==> src/rtl/i2c_pkg.sv <==
// rtl/i2c_pkg.sv - shared states and constants for the I2C master controller
package i2c_pkg;

    typedef enum logic [3:0] {
        S_IDLE,
        S_START,
        S_ADDR,
        S_ADDR_ACK,
        S_WRITE,
        S_WRITE_ACK,
        S_READ,
        S_READ_NACK,
        S_STOP
    } state_t;

    localparam int PHASES_PER_BIT = 4;

    localparam logic READ  = 1'b1;
    localparam logic WRITE = 1'b0;

endpackage

==> src/rtl/i2c_master_ctrl_if.sv <==
// rtl/i2c_master_ctrl_if.sv - command/done handshake and open-drain line controls
interface i2c_master_ctrl_if;
    import i2c_pkg::*;

    logic       cmd_valid;
    logic [6:0] addr;
    logic       rw;
    logic [7:0] data_wr;
    logic [7:0] data_rd;
    logic       busy;
    logic       done;
    logic       ack_err;
    logic       scl_o;
    logic       sda_o;
    logic       scl_i;
    logic       sda_i;

    modport master (
        input  cmd_valid, addr, rw, data_wr, scl_i, sda_i,
        output data_rd, busy, done, ack_err, scl_o, sda_o
    );

    modport slave (
        output cmd_valid, addr, rw, data_wr, scl_i, sda_i,
        input  data_rd, busy, done, ack_err, scl_o, sda_o
    );

endinterface

==> src/rtl/i2c_tick_gen.sv <==
// rtl/i2c_tick_gen.sv - quarter-period divider with synchronous clear and hold
module i2c_tick_gen #(
    parameter int DIVIDE_BY = 4
) (
    input  logic clk,
    input  logic reset,
    input  logic clear,
    input  logic hold,
    output logic tick
);

    localparam int CW = $clog2(DIVIDE_BY);
    localparam logic [CW-1:0] LAST = CW'(DIVIDE_BY - 1);

    logic [CW-1:0] cnt;

    // Count 0..DIVIDE_BY-1; a held count freezes so a stretched phase lasts longer.
    always_ff @(posedge clk or posedge reset) begin
        if (reset) begin
            cnt <= '0;
        end else if (clear) begin
            cnt <= '0;
        end else if (!hold) begin
            cnt <= (cnt == LAST) ? '0 : cnt + CW'(1);
        end
    end

    assign tick = (cnt == LAST) && !hold;

endmodule

==> src/rtl/i2c_master_ctrl.sv <==
// rtl/i2c_master_ctrl.sv - single-transaction I2C master; I2C_CLK_STRETCH_EN enables clock stretching
module i2c_master_ctrl #(
    parameter int DIVIDE_BY = 4
) (
    input  logic               clk,
    input  logic               reset,
    i2c_master_ctrl_if.master  bus
);
    import i2c_pkg::*;

    state_t     state, state_n;
    logic [1:0] phase;
    logic [2:0] bit_cnt;
    logic [6:0] addr_q;
    logic       rw_q;
    logic [7:0] data_q;
    logic [7:0] rx_q;
    logic [7:0] data_rd_q;
    logic       ack_err_q;
    logic       done_q;

    logic       accept;
    logic       tick;
    logic       slot_end;
    logic       in_slot;
    logic       hold;
    logic       scl_n;
    logic       sda_n;
    logic [7:0] addr_byte;

    assign accept    = (state == S_IDLE) && bus.cmd_valid;
    assign slot_end  = tick && (phase == 2'(PHASES_PER_BIT - 1));
    assign in_slot   = state inside {S_ADDR, S_ADDR_ACK, S_WRITE, S_WRITE_ACK, S_READ, S_READ_NACK};
    assign addr_byte = {addr_q, rw_q};

`ifdef I2C_CLK_STRETCH_EN
    assign hold = in_slot && ((phase == 2'd1) || (phase == 2'd2)) && !bus.scl_i;
`else
    logic unused_scl_i;
    assign hold         = 1'b0;
    assign unused_scl_i = bus.scl_i;
`endif

    i2c_tick_gen #(.DIVIDE_BY(DIVIDE_BY)) u_tick (
        .clk   (clk),
        .reset (reset),
        .clear (state == S_IDLE),
        .hold  (hold),
        .tick  (tick)
    );

    // Next state: every non-idle state ends on the last quarter of its slot.
    always_comb begin
        state_n = state;
        case (state)
            S_IDLE:      if (accept) state_n = S_START;
            S_START:     if (slot_end) state_n = S_ADDR;
            S_ADDR:      if (slot_end && bit_cnt == 3'd0) state_n = S_ADDR_ACK;
            S_ADDR_ACK:  if (slot_end) state_n = ack_err_q ? S_STOP : ((rw_q == READ) ? S_READ : S_WRITE);
            S_WRITE:     if (slot_end && bit_cnt == 3'd0) state_n = S_WRITE_ACK;
            S_WRITE_ACK: if (slot_end) state_n = S_STOP;
            S_READ:      if (slot_end && bit_cnt == 3'd0) state_n = S_READ_NACK;
            S_READ_NACK: if (slot_end) state_n = S_STOP;
            S_STOP:      if (slot_end) state_n = S_IDLE;
            default:     state_n = S_IDLE;
        endcase
    end

    // Line decode: bit slots pulse SCL high in q1/q2 and hold SDA for the whole slot.
    always_comb begin
        scl_n = 1'b1;
        sda_n = 1'b1;
        case (state)
            S_START: begin
                sda_n = !phase[1];
            end
            S_STOP: begin
                scl_n = (phase != 2'd0);
                sda_n = phase[1];
            end
            S_ADDR: begin
                scl_n = (phase == 2'd1) || (phase == 2'd2);
                sda_n = addr_byte[bit_cnt];
            end
            S_WRITE: begin
                scl_n = (phase == 2'd1) || (phase == 2'd2);
                sda_n = data_q[bit_cnt];
            end
            S_ADDR_ACK, S_WRITE_ACK, S_READ, S_READ_NACK: begin
                scl_n = (phase == 2'd1) || (phase == 2'd2);
            end
            default: begin
                scl_n = 1'b1;
                sda_n = 1'b1;
            end
        endcase
    end

    // State register plus command latch, phase/bit counters and SDA sampling at q1->q2.
    always_ff @(posedge clk or posedge reset) begin
        if (reset) begin
            state     <= S_IDLE;
            phase     <= 2'd0;
            bit_cnt   <= 3'd7;
            addr_q    <= 7'd0;
            rw_q      <= WRITE;
            data_q    <= 8'd0;
            rx_q      <= 8'd0;
            data_rd_q <= 8'd0;
            ack_err_q <= 1'b0;
            done_q    <= 1'b0;
        end else begin
            state  <= state_n;
            done_q <= 1'b0;
            if (accept) begin
                addr_q    <= bus.addr;
                rw_q      <= bus.rw;
                data_q    <= bus.data_wr;
                ack_err_q <= 1'b0;
                phase     <= 2'd0;
                bit_cnt   <= 3'd7;
            end else if (tick) begin
                phase <= phase + 2'd1;
                if (phase == 2'd1) begin
                    if ((state == S_ADDR_ACK || state == S_WRITE_ACK) && bus.sda_i)
                        ack_err_q <= 1'b1;
                    if (state == S_READ)
                        rx_q <= {rx_q[6:0], bus.sda_i};
                end
                if (slot_end) begin
                    bit_cnt <= (state_n != state) ? 3'd7 : bit_cnt - 3'd1;
                    if (state == S_STOP) begin
                        done_q <= 1'b1;
                        if (rw_q == READ && !ack_err_q)
                            data_rd_q <= rx_q;
                    end
                end
            end
        end
    end

    assign bus.scl_o   = scl_n;
    assign bus.sda_o   = sda_n;
    assign bus.busy    = (state != S_IDLE);
    assign bus.done    = done_q;
    assign bus.ack_err = ack_err_q;
    assign bus.data_rd = data_rd_q;

endmodule

==> src/flat_wrapper.sv <==
// flat-port wrapper written by rule: the top's interface ports become plain ports
module i2c_master_ctrl_flat import i2c_pkg::*;
#(
    parameter int DIVIDE_BY = 4
)
  (clk, reset, bus_cmd_valid, bus_addr, bus_rw, bus_data_wr, bus_scl_i, bus_sda_i, bus_data_rd, bus_busy, bus_done, bus_ack_err, bus_scl_o, bus_sda_o);
  i2c_master_ctrl_if bus_i ();
  input  logic clk;
  input  logic reset;
  input wire logic [$bits(bus_i.cmd_valid)-1:0] bus_cmd_valid;
  input wire logic [$bits(bus_i.addr)-1:0] bus_addr;
  input wire logic [$bits(bus_i.rw)-1:0] bus_rw;
  input wire logic [$bits(bus_i.data_wr)-1:0] bus_data_wr;
  input wire logic [$bits(bus_i.scl_i)-1:0] bus_scl_i;
  input wire logic [$bits(bus_i.sda_i)-1:0] bus_sda_i;
  output wire logic [$bits(bus_i.data_rd)-1:0] bus_data_rd;
  output wire logic [$bits(bus_i.busy)-1:0] bus_busy;
  output wire logic [$bits(bus_i.done)-1:0] bus_done;
  output wire logic [$bits(bus_i.ack_err)-1:0] bus_ack_err;
  output wire logic [$bits(bus_i.scl_o)-1:0] bus_scl_o;
  output wire logic [$bits(bus_i.sda_o)-1:0] bus_sda_o;
  assign bus_i.cmd_valid = bus_cmd_valid;
  assign bus_i.addr = bus_addr;
  assign bus_i.rw = bus_rw;
  assign bus_i.data_wr = bus_data_wr;
  assign bus_i.scl_i = bus_scl_i;
  assign bus_i.sda_i = bus_sda_i;
  assign bus_data_rd = bus_i.data_rd;
  assign bus_busy = bus_i.busy;
  assign bus_done = bus_i.done;
  assign bus_ack_err = bus_i.ack_err;
  assign bus_scl_o = bus_i.scl_o;
  assign bus_sda_o = bus_i.sda_o;
  i2c_master_ctrl #(.DIVIDE_BY(DIVIDE_BY)) u_core (.clk(clk), .reset(reset), .bus(bus_i));
endmodule
==> config.mk <==
export PLATFORM = sky130hd
export DESIGN_NAME = i2c_master_ctrl_flat
export DESIGN_NICKNAME = d
export VERILOG_FILES = /design/src/rtl/i2c_pkg.sv /design/src/rtl/i2c_master_ctrl_if.sv /design/src/rtl/i2c_tick_gen.sv /design/src/rtl/i2c_master_ctrl.sv /design/src/flat_wrapper.sv
export SDC_FILE = /design/constraint.sdc
export NUM_CORES = 1
export LEC_CHECK = 0
export BUFFER_PORTS_ARGS = -buffer_cell sky130_fd_sc_hd__clkbuf_2
export CAP_MARGIN = 5
export CORE_ASPECT_RATIO = 2
export CORE_UTILIZATION = 35
export DETAILED_ROUTE_END_ITERATION = 12
export GPL_ROUTABILITY_DRIVEN = 0
export PLACE_DENSITY = 0.6
export SYNTH_ARGS = -nofsm -noshare
export SYNTH_HDL_FRONTEND = slang
export SYNTH_HIERARCHICAL = 1
export SYNTH_SLANG_ARGS = --single-unit
==> constraint.sdc <==
create_clock -name clk -period 3.4 [get_ports clk]
set_clock_uncertainty 0.05 [all_clocks]
set_input_delay 0.51 -clock clk [delete_from_list [all_inputs] [get_ports clk]]
set_output_delay 0.51 -clock clk [all_outputs]
set_load 0.02 [all_outputs]
==> reports/metrics.csv <==
metric,value,unit
Post-CTS Repair Setup Buffers,0,
Final nets,262,
Total GRT Usage,13.7,%
Starting Density,36.8,%
Pre-Repair DR Iteration Count,4,
complex-gate fraction of the synthesized area,4.43,%
clock tree buffer depth,2,
Most used DFF post-synth,dfrtp_1,
Max Slew Vio Count,0,
Cells after Synth,202,
Vias per Instance,4.62,
CP Capture Type,output pin,
Post-Synth Adder-Cell Area,3.37,%
WP data required,2.84,ns
core area,0.00606,sq mm
H-Tree Depth,2,
pwr dens,709,mW/mm^2
initial antenna violation count,0,
Max Cap Violations,0,
synthesized cell area,0.00223,sq mm
worst skew pair latency,0.29,ns
Slew HR,56.5,%
minimum clock period,2.61,ns
"Distinct cells, synth",40,
largest family of logic cells by synthesized area,simple AND/OR/NAND/NOR gates,
Antenna Cells,0,
CP Launch Point,u_core/bit_cnt[1],
Post-DRT Antenna Nets,0,
maximum VDD drop,0.403,mV
crit path kind,register to output pin,
"EDFF count, synth",0,
largest fanout on the critical path,6,
"Largest delay share family, worst path",multiplexers,
area grow syn2layout,16.9,%
"flops & latches, synth",45,
Post-Layout Cell Count,320,
"Slowest-stage cell, CP",dfstp_2,
Final Hold Viols,0,
GRT overflow,0,
CTS sink count,45,
RSZ-0062 raised after global routing,no,
std cell rows,40,
Post-Route Setup TNS,0,ns
mux contribution to synthesized area,15.7,%
Highest Clock Rate,383,MHz
critical path depth,5,
clock slew at reported path FFs,0.06,ns
min-delay worst type,primary input to async pin,
Yosys warning total,6,
First DRT Iteration DRCs,30,
DRC Markers,0,
Buf/Inv on CP,1,
crit-path max cell delay,0.62,ns
PnR worst setup slack,0.791,ns
status,completed,
final WL,3970,um
Die ar.,0.00672,sq mm
DR WL/cell,12.4,um
Final setup viols,0,
path depth of the worst reg2reg path,6,
Post-Place Setup Slack,1.06,ns
Critical Path Sink,bus_sda_o,
WP data arrival,2.05,ns
final period utilization,76.7,%
layout cell share with drive strength beyond 1,28.0,%
register area share after synthesis,50.6,%
leakage power total,1.34,nW
global-route wire length before repair,6840,um
placed cells,312,
Die W,58.5,um
Die H,115,um
root buffer cell,clkbuf_16,
vias,1477,
CTS Buf Count,5,
Post-CTS Hold Buffers,0,
CTS tree,done,
io pins,34,
cell chain of the critical path,"mux4_2, mux2i_1, nand4b_1, and3_1, clkbuf_2",
Detail Placement HPWL,2980,um
measured slew at the worst slew-check pin,0.653,ns
Synth Area in XOR/XNOR,0.785,%
post-synthesis simple-gate area fraction,20.0,%
Crit Reg-Reg Endpoint,u_core/data_q[3],
post-cts sizing count,0,
Synth async-reset ratio,100,%
startpoint type of the worst setup path,register,
vias in the first global route,1461,
PortBufs,32,
R2R Setup Slk,1.26,ns
largest net degree at the start of global routing,44,
"commonest non-fill, non-tap cells in the layout","54 x nand2_1, 42 x dfrtp_1, 32 x clkbuf_2",
average size of a mapped cell,11.0,sq um
"most common cell after layout, fill and taps aside",nand2_1,
Worst R2R Start,u_core/state[1],
how the worst min path moves through the flow:
stage               cells past startpoint  slack, ns                   end
detailed placement                      2       0.32  u_core/u_tick/cnt[1]
global placement                        2       0.31  u_core/u_tick/cnt[1]
CTS                                     2      0.006  u_core/u_tick/cnt[1]
floorplan                               1       0.20  u_core/u_tick/cnt[0]
finish                                  2      0.008  u_core/u_tick/cnt[1]
global route                            2       0.01  u_core/u_tick/cnt[1]
cell usage after synthesis, drive strengths merged, types with 2 or more instances:
library cell	count	area, sq um
nand2	57	226
dfrtp	42	1050
mux2	16	210
buf	10	78.8
nor2	9	41.3
inv	8	30.0
a21oi	7	38.8
ha	6	75.1
mux2i	5	50.1
nand2b	5	38.8
nor3	5	36.3
mux4	4	90.1
dfstp	3	78.8
o21ai	3	15.0
and2	2	12.5
nand3	2	10.0
nand4b	2	17.5
o211ai	2	15.0
or3	2	12.5
xnor2	2	17.5
worst register-to-register path: cells and delay by family (launching register included):
family | cells | cell delay, ns
buffers and inverters | 1 | 0.12
DFF | 1 | 0.53
and+or+nand+nor | 5 | 1.40
sequential cells by signal (all words and copies together) (netlist names):
name and count:
u_core/addr_q 7, u_core/bit_cnt 3, u_core/bus.ack_err 1, u_core/bus.data_rd 8, u_core/bus.done 1, u_core/data_q 8, u_core/phase 2, u_core/rw_q 1
u_core/rx_q 8, u_core/state 4, u_core/u_tick/cnt 2
routing by layer:
metal / up-vias / GRT usage [%] / routed length, um
met5: - / 0 / 0
met4: 0 / 8.73 / 106
met3: 6 / 2.70 / 120
met2: 31 / 24.4 / 2180
met1: 704 / 14.2 / 1560
li1: 736 / - / -
layout make-up:
type,count,area [sq um]
clock inverter,3,46.3
tap,84,105
multi-input combinational,142,1000
sequential,45,1130
inverter,8,30.0
fill,605,3450
timing repair buffer,33,168
clock buffer,5,125
logic make-up (layout without fill, tap and decap cells):
logic type                 count (synthesis)  count (layout)
AOI/OAI and AO/OA                         16              16
muxes                                     25              25
buffers and inverters                     18              49
DFF                                       45              45
and+or+nand+nor                           89              89
xor gates and xnor gates                   2               2
other                                      1               4
adders and majority gates                  6               6
stage by stage:
| step | hold WS, ns | utilization (%) | area [sq um] | power [mW] |
|---|---|---|---|---|
| 2_1_floorplan | 0.201 | - | 2240 | 1.20 |
| 3_3_place_gp | 0.310 | 40.2 | 2440 | 1.29 |
| 3_5_place_dp | 0.315 | 40.2 | 2440 | 1.32 |
| 4_1_cts | 0.00550 | 43.1 | 2610 | 1.88 |
| 5_1_grt | 0.0106 | 43.1 | 2610 | 1.98 |
| 6_report | 0.00838 | 43.1 | 2610 | 1.85 |
report_power, final:
group | internal [mW] | leakage (nW) | total (mW) | switching [mW]
combinational | 0.229 | 0.676 | 0.484 | 0.255
sequential | 0.682 | 0.582 | 0.811 | 0.129
clock | 0.348 | 0.0800 | 0.553 | 0.206
No activity file was read; power rests on OpenSTA's default activity.
